File: src/rtl/vga_pkg.sv
// Shared VGA 640x480@60 timing constants and the 4/4/4 colour type used by
// the scanout path.
package vga_pkg;

    localparam int H_VISIBLE = 640;
    localparam int H_FP      = 16;
    localparam int H_SYNC    = 96;
    localparam int H_BP      = 48;
    localparam int H_TOTAL   = 800;

    localparam int V_VISIBLE = 480;
    localparam int V_FP      = 10;
    localparam int V_SYNC    = 2;
    localparam int V_BP      = 33;
    localparam int V_TOTAL   = 525;

    localparam int MEM_LINE_PIXELS = 512;

    typedef struct packed {
        logic [3:0] r;
        logic [3:0] g;
        logic [3:0] b;
    } rgb_t;

endpackage

File: src/rtl/vga_scanout_if.sv
// Bundle between the scanout block, the RAM pixel read port and the VGA pins.
// master = scanout side, slave = RAM/connector side.
interface vga_scanout_if #(
    parameter int WIDTH = 16
);
    logic [WIDTH-1:0] pixel_word;
    logic [9:0]       pixel_x;
    logic [9:0]       pixel_y;
    logic [3:0]       red;
    logic [3:0]       green;
    logic [3:0]       blue;
    logic             hsync;
    logic             vsync;
    logic             frame_start;

    modport master (
        input  pixel_word,
        output pixel_x, pixel_y, red, green, blue, hsync, vsync, frame_start
    );

    modport slave (
        output pixel_word,
        input  pixel_x, pixel_y, red, green, blue, hsync, vsync, frame_start
    );
endinterface

File: src/rtl/vga_timing.sv
// Pixel tick divider, h/v scan counters and raw (unregistered) decode of
// syncs, visible area and memory window.
module vga_timing
    import vga_pkg::*;
#(
    parameter int CLK_DIV = 2
) (
    input  logic       clk,
    input  logic       rst_n,
    output logic       tick,
    output logic [9:0] h_cnt,
    output logic [9:0] v_cnt,
    output logic       visible,
    output logic       mem_win,
    output logic       hsync_n,
    output logic       vsync_n,
    output logic       frame_start
);
    localparam int DW = $clog2(CLK_DIV);

    logic [DW-1:0] div_cnt;

    assign tick = (div_cnt == DW'(CLK_DIV - 1));

    always_ff @(posedge clk or negedge rst_n) begin
        if (!rst_n) begin
            div_cnt <= '0;
            h_cnt   <= '0;
            v_cnt   <= '0;
        end else begin
            div_cnt <= tick ? '0 : div_cnt + 1'b1;
            if (tick) begin
                // Line and frame wrap share the same tick edge.
                if (h_cnt == 10'(H_TOTAL - 1)) begin
                    h_cnt <= '0;
                    v_cnt <= (v_cnt == 10'(V_TOTAL - 1)) ? '0 : v_cnt + 1'b1;
                end else begin
                    h_cnt <= h_cnt + 1'b1;
                end
            end
        end
    end

    assign visible = (h_cnt < 10'(H_VISIBLE)) && (v_cnt < 10'(V_VISIBLE));
    assign mem_win = (h_cnt < 10'(MEM_LINE_PIXELS)) && (v_cnt < 10'(V_VISIBLE));

    assign hsync_n = !((h_cnt >= 10'(H_VISIBLE + H_FP)) &&
                       (h_cnt <  10'(H_VISIBLE + H_FP + H_SYNC)));
    assign vsync_n = !((v_cnt >= 10'(V_VISIBLE + V_FP)) &&
                       (v_cnt <  10'(V_VISIBLE + V_FP + V_SYNC)));

    // div_cnt resets to 0, so this stays low through reset for CLK_DIV >= 2.
    assign frame_start = tick && (h_cnt == '0) && (v_cnt == '0);

endmodule

File: src/rtl/vga_scanout.sv
// VGA scanout: addresses the RAM screen region, picks the displayed bit and
// drives RGB/syncs. Define VGA_SCANOUT_BORDER_EN to paint a blue border.
module vga_scanout
    import vga_pkg::*;
#(
    parameter int          WIDTH                   = 16,
    parameter int          BITS_PER_MEMORY_PIXEL_X = 2,
    parameter int          BITS_PER_MEMORY_PIXEL_Y = 2,
    parameter int          CLK_DIV                 = 2,
    parameter logic [11:0] FG_COLOR                = 12'hFFF,
    parameter logic [11:0] BG_COLOR                = 12'h000
) (
    input logic           CPUclk,
    input logic           resetN,
    vga_scanout_if.master bus
);
    localparam int IW = $clog2(WIDTH);

    logic       tick;
    logic [9:0] h_cnt;
    logic [9:0] v_cnt;
    logic       visible;
    logic       mem_win;
    logic       hsync_n;
    logic       vsync_n;
    logic       frame_start;

    vga_timing #(
        .CLK_DIV(CLK_DIV)
    ) u_timing (
        .clk        (CPUclk),
        .rst_n      (resetN),
        .tick       (tick),
        .h_cnt      (h_cnt),
        .v_cnt      (v_cnt),
        .visible    (visible),
        .mem_win    (mem_win),
        .hsync_n    (hsync_n),
        .vsync_n    (vsync_n),
        .frame_start(frame_start)
    );

    // Vertical replication is done by the RAM's addressing, not here.
    localparam int UNUSED_Y_SCALE = BITS_PER_MEMORY_PIXEL_Y;

    assign bus.pixel_x = mem_win ? h_cnt : '0;
    assign bus.pixel_y = mem_win ? v_cnt : '0;

    logic [IW-1:0] bit_idx;
    logic          bit_on;
    logic          border;

    // MSB is the leftmost memory pixel of each word.
    assign bit_idx = IW'(WIDTH - 1 - (int'(h_cnt >> BITS_PER_MEMORY_PIXEL_X) % WIDTH));
    assign bit_on  = bus.pixel_word[bit_idx];

`ifdef VGA_SCANOUT_BORDER_EN
    assign border = visible &&
                    (!mem_win || (v_cnt == '0) || (v_cnt == 10'(V_VISIBLE - 1)));
`else
    assign border = 1'b0;
`endif

    function automatic rgb_t pick_color(input logic vis, input logic mw,
                                        input logic on, input logic brd);
        rgb_t c;
        c = '0;
        if (vis && mw) begin
            c = on ? rgb_t'(FG_COLOR) : rgb_t'(BG_COLOR);
        end
        if (brd) begin
            c = rgb_t'(12'h00F);
        end
        return c;
    endfunction

    rgb_t rgb_p1;
    logic hsync_p1;
    logic vsync_p1;

    // Output stage: colour and syncs for the pre-advance counters, so they
    // share one tick of latency and never skew.
    always_ff @(posedge CPUclk or negedge resetN) begin
        if (!resetN) begin
            rgb_p1   <= '0;
            hsync_p1 <= 1'b1;
            vsync_p1 <= 1'b1;
        end else if (tick) begin
            rgb_p1   <= pick_color(visible, mem_win, bit_on, border);
            hsync_p1 <= hsync_n;
            vsync_p1 <= vsync_n;
        end
    end

    assign bus.red         = rgb_p1.r;
    assign bus.green       = rgb_p1.g;
    assign bus.blue        = rgb_p1.b;
    assign bus.hsync       = hsync_p1;
    assign bus.vsync       = vsync_p1;
    assign bus.frame_start = frame_start;

endmodule

File: src/flat_wrapper.sv
// flat-port wrapper written by rule: the top's interface ports become plain ports
module vga_scanout_flat import vga_pkg::*;
#(
    parameter int          WIDTH                   = 16,
    parameter int          BITS_PER_MEMORY_PIXEL_X = 2,
    parameter int          BITS_PER_MEMORY_PIXEL_Y = 2,
    parameter int          CLK_DIV                 = 2,
    parameter logic [11:0] FG_COLOR                = 12'hFFF,
    parameter logic [11:0] BG_COLOR                = 12'h000
)
  (CPUclk, resetN, bus_pixel_word, bus_pixel_x, bus_pixel_y, bus_red, bus_green, bus_blue, bus_hsync, bus_vsync, bus_frame_start);
  vga_scanout_if #(.WIDTH(WIDTH)) bus_i ();
  input logic CPUclk;
  input logic resetN;
  input wire logic [$bits(bus_i.pixel_word)-1:0] bus_pixel_word;
  output wire logic [$bits(bus_i.pixel_x)-1:0] bus_pixel_x;
  output wire logic [$bits(bus_i.pixel_y)-1:0] bus_pixel_y;
  output wire logic [$bits(bus_i.red)-1:0] bus_red;
  output wire logic [$bits(bus_i.green)-1:0] bus_green;
  output wire logic [$bits(bus_i.blue)-1:0] bus_blue;
  output wire logic [$bits(bus_i.hsync)-1:0] bus_hsync;
  output wire logic [$bits(bus_i.vsync)-1:0] bus_vsync;
  output wire logic [$bits(bus_i.frame_start)-1:0] bus_frame_start;
  assign bus_i.pixel_word = bus_pixel_word;
  assign bus_pixel_x = bus_i.pixel_x;
  assign bus_pixel_y = bus_i.pixel_y;
  assign bus_red = bus_i.red;
  assign bus_green = bus_i.green;
  assign bus_blue = bus_i.blue;
  assign bus_hsync = bus_i.hsync;
  assign bus_vsync = bus_i.vsync;
  assign bus_frame_start = bus_i.frame_start;
  vga_scanout #(.WIDTH(WIDTH), .BITS_PER_MEMORY_PIXEL_X(BITS_PER_MEMORY_PIXEL_X), .BITS_PER_MEMORY_PIXEL_Y(BITS_PER_MEMORY_PIXEL_Y), .CLK_DIV(CLK_DIV), .FG_COLOR(FG_COLOR), .BG_COLOR(BG_COLOR)) u_core (.CPUclk(CPUclk), .resetN(resetN), .bus(bus_i));
endmodule
File: config.mk
export PLATFORM = sky130hd
export DESIGN_NAME = vga_scanout_flat
export DESIGN_NICKNAME = d
export VERILOG_FILES = /design/src/rtl/vga_pkg.sv /design/src/rtl/vga_scanout_if.sv /design/src/rtl/vga_timing.sv /design/src/rtl/vga_scanout.sv /design/src/flat_wrapper.sv
export SDC_FILE = /design/constraint.sdc
export NUM_CORES = 1
export LEC_CHECK = 0
export BUFFER_PORTS_ARGS = -buffer_cell sky130_fd_sc_hd__buf_2
export CORE_UTILIZATION = 51
export DETAILED_ROUTE_END_ITERATION = 16
export GPL_TIMING_DRIVEN = 0
export MAX_ROUTING_LAYER = met4
export PLACE_DENSITY = 0.8
export SYNTH_ARGS = -nofsm -noshare
export SYNTH_HDL_FRONTEND = slang
export SYNTH_SLANG_ARGS = --single-unit
File: constraint.sdc
create_clock -name CPUclk -period 1.7 [get_ports CPUclk]
set_input_delay 0.255 -clock CPUclk [delete_from_list [all_inputs] [get_ports CPUclk]]
set_output_delay 0.255 -clock CPUclk [all_outputs]
set_load 0.05 [all_outputs]
==> results of run 1 <==
## worst max path at each step
stage | from | endpoint | cells after the start
2_1_floorplan | u_core.u_timing.tick | bus_frame_start | 4
3_3_place_gp | u_core.u_timing.v_cnt[6] | bus_pixel_y[4] | 7
3_5_place_dp | u_core.u_timing.v_cnt[6] | bus_pixel_y[4] | 7
4_1_cts | u_core.u_timing.v_cnt[5] | bus_pixel_y[2] | 7
5_1_grt | u_core.u_timing.h_cnt[1] | bus_frame_start | 6
6_report | u_core.u_timing.v_cnt[0] | bus_frame_start | 6
## worst max-delay path: cells and delay by family (launching register included)
| family | cells | cell delay (ns) |
|---|---|---|
| simple gates | 3 | 0.67 |
| buf+inv | 2 | 0.30 |
| fa+ha+maj | 1 | 0.14 |
| flops | 1 | 0.44 |
## sequential cells by signal, indices dropped and copies added (netlist names)
name                   flops
u_core.u_timing.h_cnt     10
u_core.u_timing.tick       1
u_core.bus.vsync           1
u_core.u_timing.v_cnt     10
u_core.bus.hsync           1
u_core.bus.blue            1
## cell usage after synthesis, drive strengths merged, types with 4 or more instances
| library cell | n | area share (%) |
|---|---|---|
| buf | 22 | 9.7 |
| dfrtp | 22 | 33 |
| and2 | 14 | 5.3 |
| and3 | 9 | 3.4 |
| nor2 | 9 | 2.0 |
| nor4 | 8 | 3.0 |
| xnor2 | 8 | 4.2 |
| nand2 | 7 | 1.6 |
| o21ai | 7 | 2.1 |
| inv | 6 | 1.4 |
| nand3 | 6 | 1.8 |
| nand4 | 6 | 2.3 |
| a21oi | 4 | 1.2 |
| ha | 4 | 3.0 |
| mux2i | 4 | 2.4 |
| nor3b | 4 | 2.1 |
## per-layer routing
layer,part of all wire (%),vias up
met3,5.6,6
met1,43,753
met2,50,75
li1,-,754
met4,1.3,0
met5,0,-
## through the flow
step / worst slack [ns] / cells / utilization, % / hold slack [ns] / setup TNS (ns)
floorplan: -0.2175 / 173 / - / -0.04059 / -0.2682
global route: -0.5156 / 288 / 82.24 / 0.4666 / -7.655
finish: -0.4314 / 288 / 82.24 / 0.4377 / -6.191
global placement: -0.3037 / 267 / 68.86 / 0.2584 / -3.746
detailed placement: -0.3285 / 267 / 68.86 / 0.2721 / -4.037
CTS: -0.4605 / 284 / 79.80 / 0.4506 / -8.082
## power groups by stage
| stage | Combinational (mW) | Clock [mW] | Sequential, mW |
|---|---|---|---|
| after floorplan | 0.0912 | 0 | 0.591 |
| after global placement | 0.136 | 0 | 0.586 |
| after detailed placement | 0.139 | 0 | 0.587 |
| after CTS | 0.140 | 0.308 | 0.576 |
| after global routing | 0.148 | 0.337 | 0.577 |
| final | 0.139 | 0.309 | 0.576 |
## area by class of cell
| cell class | instances | area (um^2) |
|---|---|---|
| sequential | 24 | 604.3 |
| multi-input combinational | 119 | 1054 |
| tap | 44 | 55.05 |
| inverter | 6 | 25.02 |
| timing repair buffer | 69 | 579.3 |
| buffer | 22 | 177.7 |
| clock buffer | 4 | 36.28 |
| fill | 193 | 546.8 |
## what timing repair did
item,in CTS,in global routing
hold buffers,1,0
setup endpoints to repair,23,25
pin swaps,7,8
setup buffers,11,7
gates resized for setup,65,14
hold endpoints to repair,22,0
cloned,1,0
## kinds of logic after synthesis
| logic type | count (synthesis) |
|---|---|
| AOI/OAI and AO/OA | 23 |
| xor gates and xnor gates | 10 |
| adders and majority gates | 4 |
| buffers and inverters | 30 |
| DFF | 24 |
| muxes | 8 |
| other | 1 |
| and+or+nand+nor | 72 |
==> qor.yml, run 1 <==
critical_path:
  worstPathRequired_ns: 1.44
  end_kind: "output port"
  crit_fanout: 3
  slowest_stage: "dfrtp_1"
  regToRegStartpoint: "u_core.u_timing.v_cnt[0]"
  rr_worst_depth: 6
  slowest_delay_ns: 0.44
  start_kind: "flip-flop"
  crit_chain: "inv_2 > ha_4 > nor4b_4 > nand4_1 > nor4_4 > buf_6"
  worstSetupPathType: "flip-flop to output port"
  r2r_end: "u_core.u_timing.v_cnt[0]"
  r2r_setup_slack_ns: 0.05
  cp.arrival_ns: 1.88
logic_synthesis:
  avgSynthCellArea_um2: 9.631
  synth.distinct_cells: 42
  syn_inst: 172
  yosys.area_share.xor_xnor_pct: 5.287
  async_reset_ff_share_pct: 100.0
  muxShareOfSynthArea_pct: 7.628
  seq_area_frac_synth_pct: 36.40
  ys.flop_type: "dfrtp_1"
  synth_fa_ha_area_share_pct: 3.021
  synth_compound_area_share_pct: 9.063
  yosysWarnings: 0
  synth_top_family_by_area: "simple AND/OR/NAND/NOR gates"
  syn-cell-area_mm2: 0.001657
  synth_seq_cells: 24
  synth-simple-area-share_pct: 26.89
  synth_edf_count: 0
final_layout:
  synthToLayoutAreaGrowth_pct: 52.79
  n_antenna_cell: 0
  fin_nets: 267
  final_common_cell: "buf_2"
  final_area_mm2: 0.002531
  drive_above_1_share_pct: 54.92
  final_cell_mix: "buf_2, buf_4, dfrtp_1, and2_4, buf_8"
power_and_ir_drop:
  total_leakage_power_nw: 1.197
  switching_share_pct: 26.43
  p_comb_share_pct: 13.6
  p_per_area_mw_per_mm2: 404.6
  clockPowerShare_pct: 30.2
  finalPower_mw: 1.024
  switchingPower_mw: 0.2707
  seqPwrFrac_pct: 56.3
  ir_drop_uv: 345.6
  p_int_mw: 0.7535
placed_design:
  gp_congestion: 0.8728
  portBuffers: 50
  placed_area_mm2: 0.002120
  dp.final_hpwl_um: 2790
sta:
  period_needed_ns: 2.131
  period_share_pct: 125.4
  rsz0062_at_grt: "true"
  setup_slack_ns: -0.4314
  tightest_slew_ns: 0.5523
  slew_viol_final: 0
  fin_skew_ns: 0.01116
  relSlewSlack_pct: 63.18
  fmax_mhz: 469.2
  hold_viol: 0
  setup_violations: 19
die:
  dieHeight_um: 59.00
  rows: 20
  die_x_um: 59.00
  initial_utilization_pct: 53.82
  coreArea_mm2: 0.003078
  dieArea_mm2: 0.003480
  pin_count: 53
grt:
  busiest_layer: "met2"
  grt_max_degree: 25
  grt-ovfl-total: 0
  grtUsageMet3_pct: 3.712
  grt_pass1_vias: 1495
  antenna_found_initial: 0
  grt_usage_pct: 26.88
  grtUsageMet1_pct: 33.29
  grt_pass1_wl_um: 6775
  use_met2_pct: 46.10
clock_tree:
  cts_sinks: 24
  path_clk_slew_ns: 0.14
  cts_max_level: 1
  cts_tree: "built"
  cts_root_buf: "clkbuf_4"
  cts_max_path_buffers: 2
  cts_buffers: 3
  clk_latency_ns: 0.32
run:
  maxCapViolCount: 0
detailed_routing:
  drt_iter0_markers: 66
  dr.pass1.iters: 4
  drc: 0
  final_antenna_net_count: 0
  viasPerCell: 5.514
  num_vias: 1588
  wl_per_cell_um: 15.60
  wirelength_um: 4494
run_status:
  status: "finished with violations"
  failed_checks: "setup timing"
hold_path:
  hold_class: "primary input to async pin"
No activity file was read; power rests on OpenSTA's default activity.
==> inputs of run 2 (changes only) <==
--- a/config.mk
+++ b/config.mk
@@ -5,8 +5,9 @@
 export SDC_FILE = /design/constraint.sdc
 export NUM_CORES = 1
 export LEC_CHECK = 0
+export ABC_AREA = 1
 export BUFFER_PORTS_ARGS = -buffer_cell sky130_fd_sc_hd__buf_2
-export CORE_UTILIZATION = 51
+export CORE_UTILIZATION = 52
 export DETAILED_ROUTE_END_ITERATION = 16
 export GPL_TIMING_DRIVEN = 0
 export MAX_ROUTING_LAYER = met4
==> run 2 against run 1 <==
  * The run still ends with setup timing left
  * Global-route usage is 1.2 points lower
  * Utilization is 0.27 points lower
  * Final area is 8.1% higher
  * Clock skew hardly changed
  * Cell count is 39% higher
  * Combinational power hardly changed
  * Die area is 7.7% higher
  * Critical path depth is 1 higher
  * Area after synthesis is 10% higher
  * Routed wire length is 23% higher
  * Critical endpoint unchanged
  * Largest power group unchanged
  * Highest routed layer unchanged
==> qor.yml, run 2 <==
detailed_routing:
  wl_per_cell_um: 13.78  # -12%
  drc: 0  # unchanged
  drt_iter0_markers: 127  # +92%
  routed-wl-met3_um: 307  # +21%
  viasPerCell: 5.158  # -6.5%
  num_vias: 2063  # +30%
  final_antenna_net_count: 0  # unchanged
  dr.pass1.iters: 4  # unchanged
  wirelength_um: 5511  # +23%
  met2_length_um: 2814  # +24%
  drt-met1-wl_um: 2229  # +16%
  maxUsedRoutingLayer: "met4"
clock_tree:
  cts_max_path_buffers: 2  # unchanged
  cts_sinks: 24  # unchanged
  path_clk_slew_ns: 0.13  # about the same
  clk_latency_ns: 0.33  # about the same
  cts_buffers: 3  # unchanged
  cts_max_level: 1  # unchanged
  cts_tree: "built"
  cts_root_buf: "clkbuf_4"
final_layout:
  synthToLayoutAreaGrowth_pct: 49.93
  reg_top3: "u_core.u_timing.h_cnt x10, u_core.u_timing.v_cnt x10"
  final_cell_mix: "nand2_1, buf_4, buf_2, inv_1, nand3_1"
  final_common_cell: "nand2_1"
  n_antenna_cell: 0  # unchanged
  drive_above_1_share_pct: 45.20  # -9.7 points
  utilization_pct: 81.96  # -0.27 points
  final_area_mm2: 0.002735  # +8.1%
  fin_nets: 377  # +41%
placed_design:
  portBuffers: 50  # unchanged
  dp.final_hpwl_um: 3034  # +8.8%
  placed_area_mm2: 0.002138  # +0.89%
  gp_congestion: 0.8752  # +0.27%
critical_path:
  critPathBufInv: 3  # +1
  cp.arrival_ns: 1.64  # -0.24 ns
  crit_chain: "inv_2 > ha_1 > inv_1 > nor3_1 > nand4_1 > nor2_2 > buf_6"
  worstPathRequired_ns: 1.44  # about the same
  start_kind: "flip-flop"
  slowest_stage: "dfrtp_1"
  rr_worst_depth: 11  # +5
  crit_fanout: 2  # -1
  regToRegStartpoint: "u_core.u_timing.h_cnt[1]"
  cp-startpoint: "u_core.u_timing.v_cnt[1]"
  worstSetupPathType: "flip-flop to output port"
  slowest_delay_ns: 0.42  # -0.02 ns
  path_delay_family: "simple AND/OR/NAND/NOR gates"
  end_kind: "output port"
  crit_cells: 7  # +1
sta:
  fmax_mhz: 528.3  # +13%
  hold_viol: 0  # unchanged
  setup_violations: 19  # unchanged
  slew_viol_final: 0  # unchanged
  relSlewSlack_pct: 62.05  # -1.1 points
  tightest_slew_ns: 0.5692  # +0.01694 ns
  rsz0062_at_grt: "true"
  fin_skew_ns: 0.01130  # +0.0001378 ns
  period_share_pct: 111.3  # -14 points
  period_needed_ns: 1.893  # -0.2385 ns
  hold_slack_ns: 0.3656  # -0.07203 ns
  setup_slack_ns: -0.1929  # +0.2385 ns
grt:
  grt-ovfl-total: 0  # unchanged
  antenna_found_initial: 0  # unchanged
  grt_usage_pct: 25.64  # -1.2 points
  grt_pass1_wl_um: 6962  # +2.8%
  grt_max_degree: 25  # unchanged
  grt_pass1_vias: 1658  # +11%
logic_synthesis:
  synth.distinct_cells: 30  # -29%
  synth.most_common_cell: "nand2_1"
  synth_top_cell_area_share_pct: 30.18  # -3.1 points
  syn-cell-area_mm2: 0.001824  # +10%
  synthTopCellsByArea: "dfrtp_1, nand2_1, nor2_1"
  yosysWarnings: 0  # unchanged
  seq_area_frac_synth_pct: 33.06  # -3.3 points
  synth_seq_cells: 24  # unchanged
  syn_inst: 269  # +56%
  avgSynthCellArea_um2: 6.782  # -30%
  synth_common_cells: "nand2_1, nor2_1, inv_1"
  synth_top_area_cell: "dfrtp_1"
  async_reset_ff_share_pct: 100.0  # unchanged
  ys.flop_type: "dfrtp_1"
  synth_edf_count: 0  # unchanged
die:
  rows: 21  # +5.0%
  die_x_um: 61.23  # +3.8%
  dieHeight_um: 61.23  # +3.8%
  initial_utilization_pct: 54.67  # +0.85 points
  pin_count: 53  # unchanged
  coreArea_mm2: 0.003337  # +8.4%
  dieArea_mm2: 0.003749  # +7.7%
hold_path:
  min_from: "bus_pixel_word[1]"
  worstHoldPathCells: 7
  hold_class: "primary input to flip-flop"
power_and_ir_drop:
  switchingPower_mw: 0.2833  # +4.6%
  clockPowerShare_pct: 27.9  # -2.3 points
  ir_drop_uv: 395.9  # +15%
  p_per_area_mw_per_mm2: 364.3  # -10%
  total_leakage_power_nw: 1.355  # +13%
  p_int_mw: 0.7130  # -5.4%
  p_comb_share_pct: 14.3  # +0.7 points
  switching_share_pct: 28.43  # +2.0 points
  finalPower_mw: 0.9963  # -2.7%
  seqPwrFrac_pct: 57.8  # +1.5 points
run_status:
  failed_checks: "setup timing"
  status: "finished with violations"
run:
  maxCapViolCount: 0  # unchanged
## run 2: kinds of logic (layout without fill, tap and decap cells)
family	after synthesis	in the layout	share of synthesized area [%]
AOI/OAI and AO/OA	24	24	7.750
buffers and inverters	59	143	15.77
xor gates and xnor gates	4	4	1.920
DFF	24	24	33.06
and+or+nand+nor	153	153	38.55
other	1	2	0.2056
adders and majority gates	4	4	2.744
## run 2: power groups by stage
stage	Sequential, mW	Combinational (mW)	Clock [mW]
after detailed placement	0.587	0.140	0
after global routing	0.577	0.154	0.296
after CTS	0.576	0.143	0.270
after floorplan	0.591	0.0921	0
after global placement	0.587	0.140	0
final	0.576	0.142	0.278
## run 2: timing repair
action                                 4_1_cts  5_1_grt
endpoints found under the hold margin       22        0
buffers inserted                            14       14
hold buffers                                 1        0
pin swaps                                    5       12
resized for setup                           57       45
gates cloned                                 0        2
setup endpoints to repair                   19       25
## run 2: worst min-delay path, stage by stage
cell and delay, ns:
buf_2 0.09, nand2_1 0.05, nand3_1 0.06, nand2_1 0.05, nand2_1 0.04, nand2_1 0.05, o21bai_1 0.06
## run 2: worst paths after layout
kind                                       endpoint  slack [ns]
max                                 bus_frame_start       -0.19
min                              u_core.bus.blue[2]        0.37
max reg2reg                u_core.u_timing.v_cnt[2]        0.03
min reg2reg                u_core.u_timing.h_cnt[6]        0.53
max in group asynchronous  u_core.u_timing.v_cnt[5]        0.86
min in group asynchronous  u_core.u_timing.h_cnt[2]        0.44
## run 2: layout make-up
class                           count  area (um^2)
Fill cell                         211        601.8
Tap cell                           46        57.56
Timing Repair Buffer               81        633.1
Multi-Input combinational cell    187         1111
Inverter                           40        152.6
Buffer                             18        150.1
Sequential cell                    24        604.3
Clock buffer                        4        26.28
## run 2: through the flow
stage | cells | setup TNS, ns | setup WS, ns
2_1_floorplan | 270 | -0.7723 | -0.07723
3_3_place_gp | 366 | -1.158 | -0.1448
3_5_place_dp | 366 | -1.246 | -0.1460
4_1_cts | 385 | -0.2341 | -0.1715
5_1_grt | 400 | -2.783 | -0.2654
6_report | 400 | -1.728 | -0.1929
## run 2: metal layers
metal  global-route usage (%)  vias to the layer above
li1                         -                     1003
met2                    46.89                       84
met3                    2.311                       18
met1                    29.63                      958
met5                        -                        -
met4                    7.468                        0
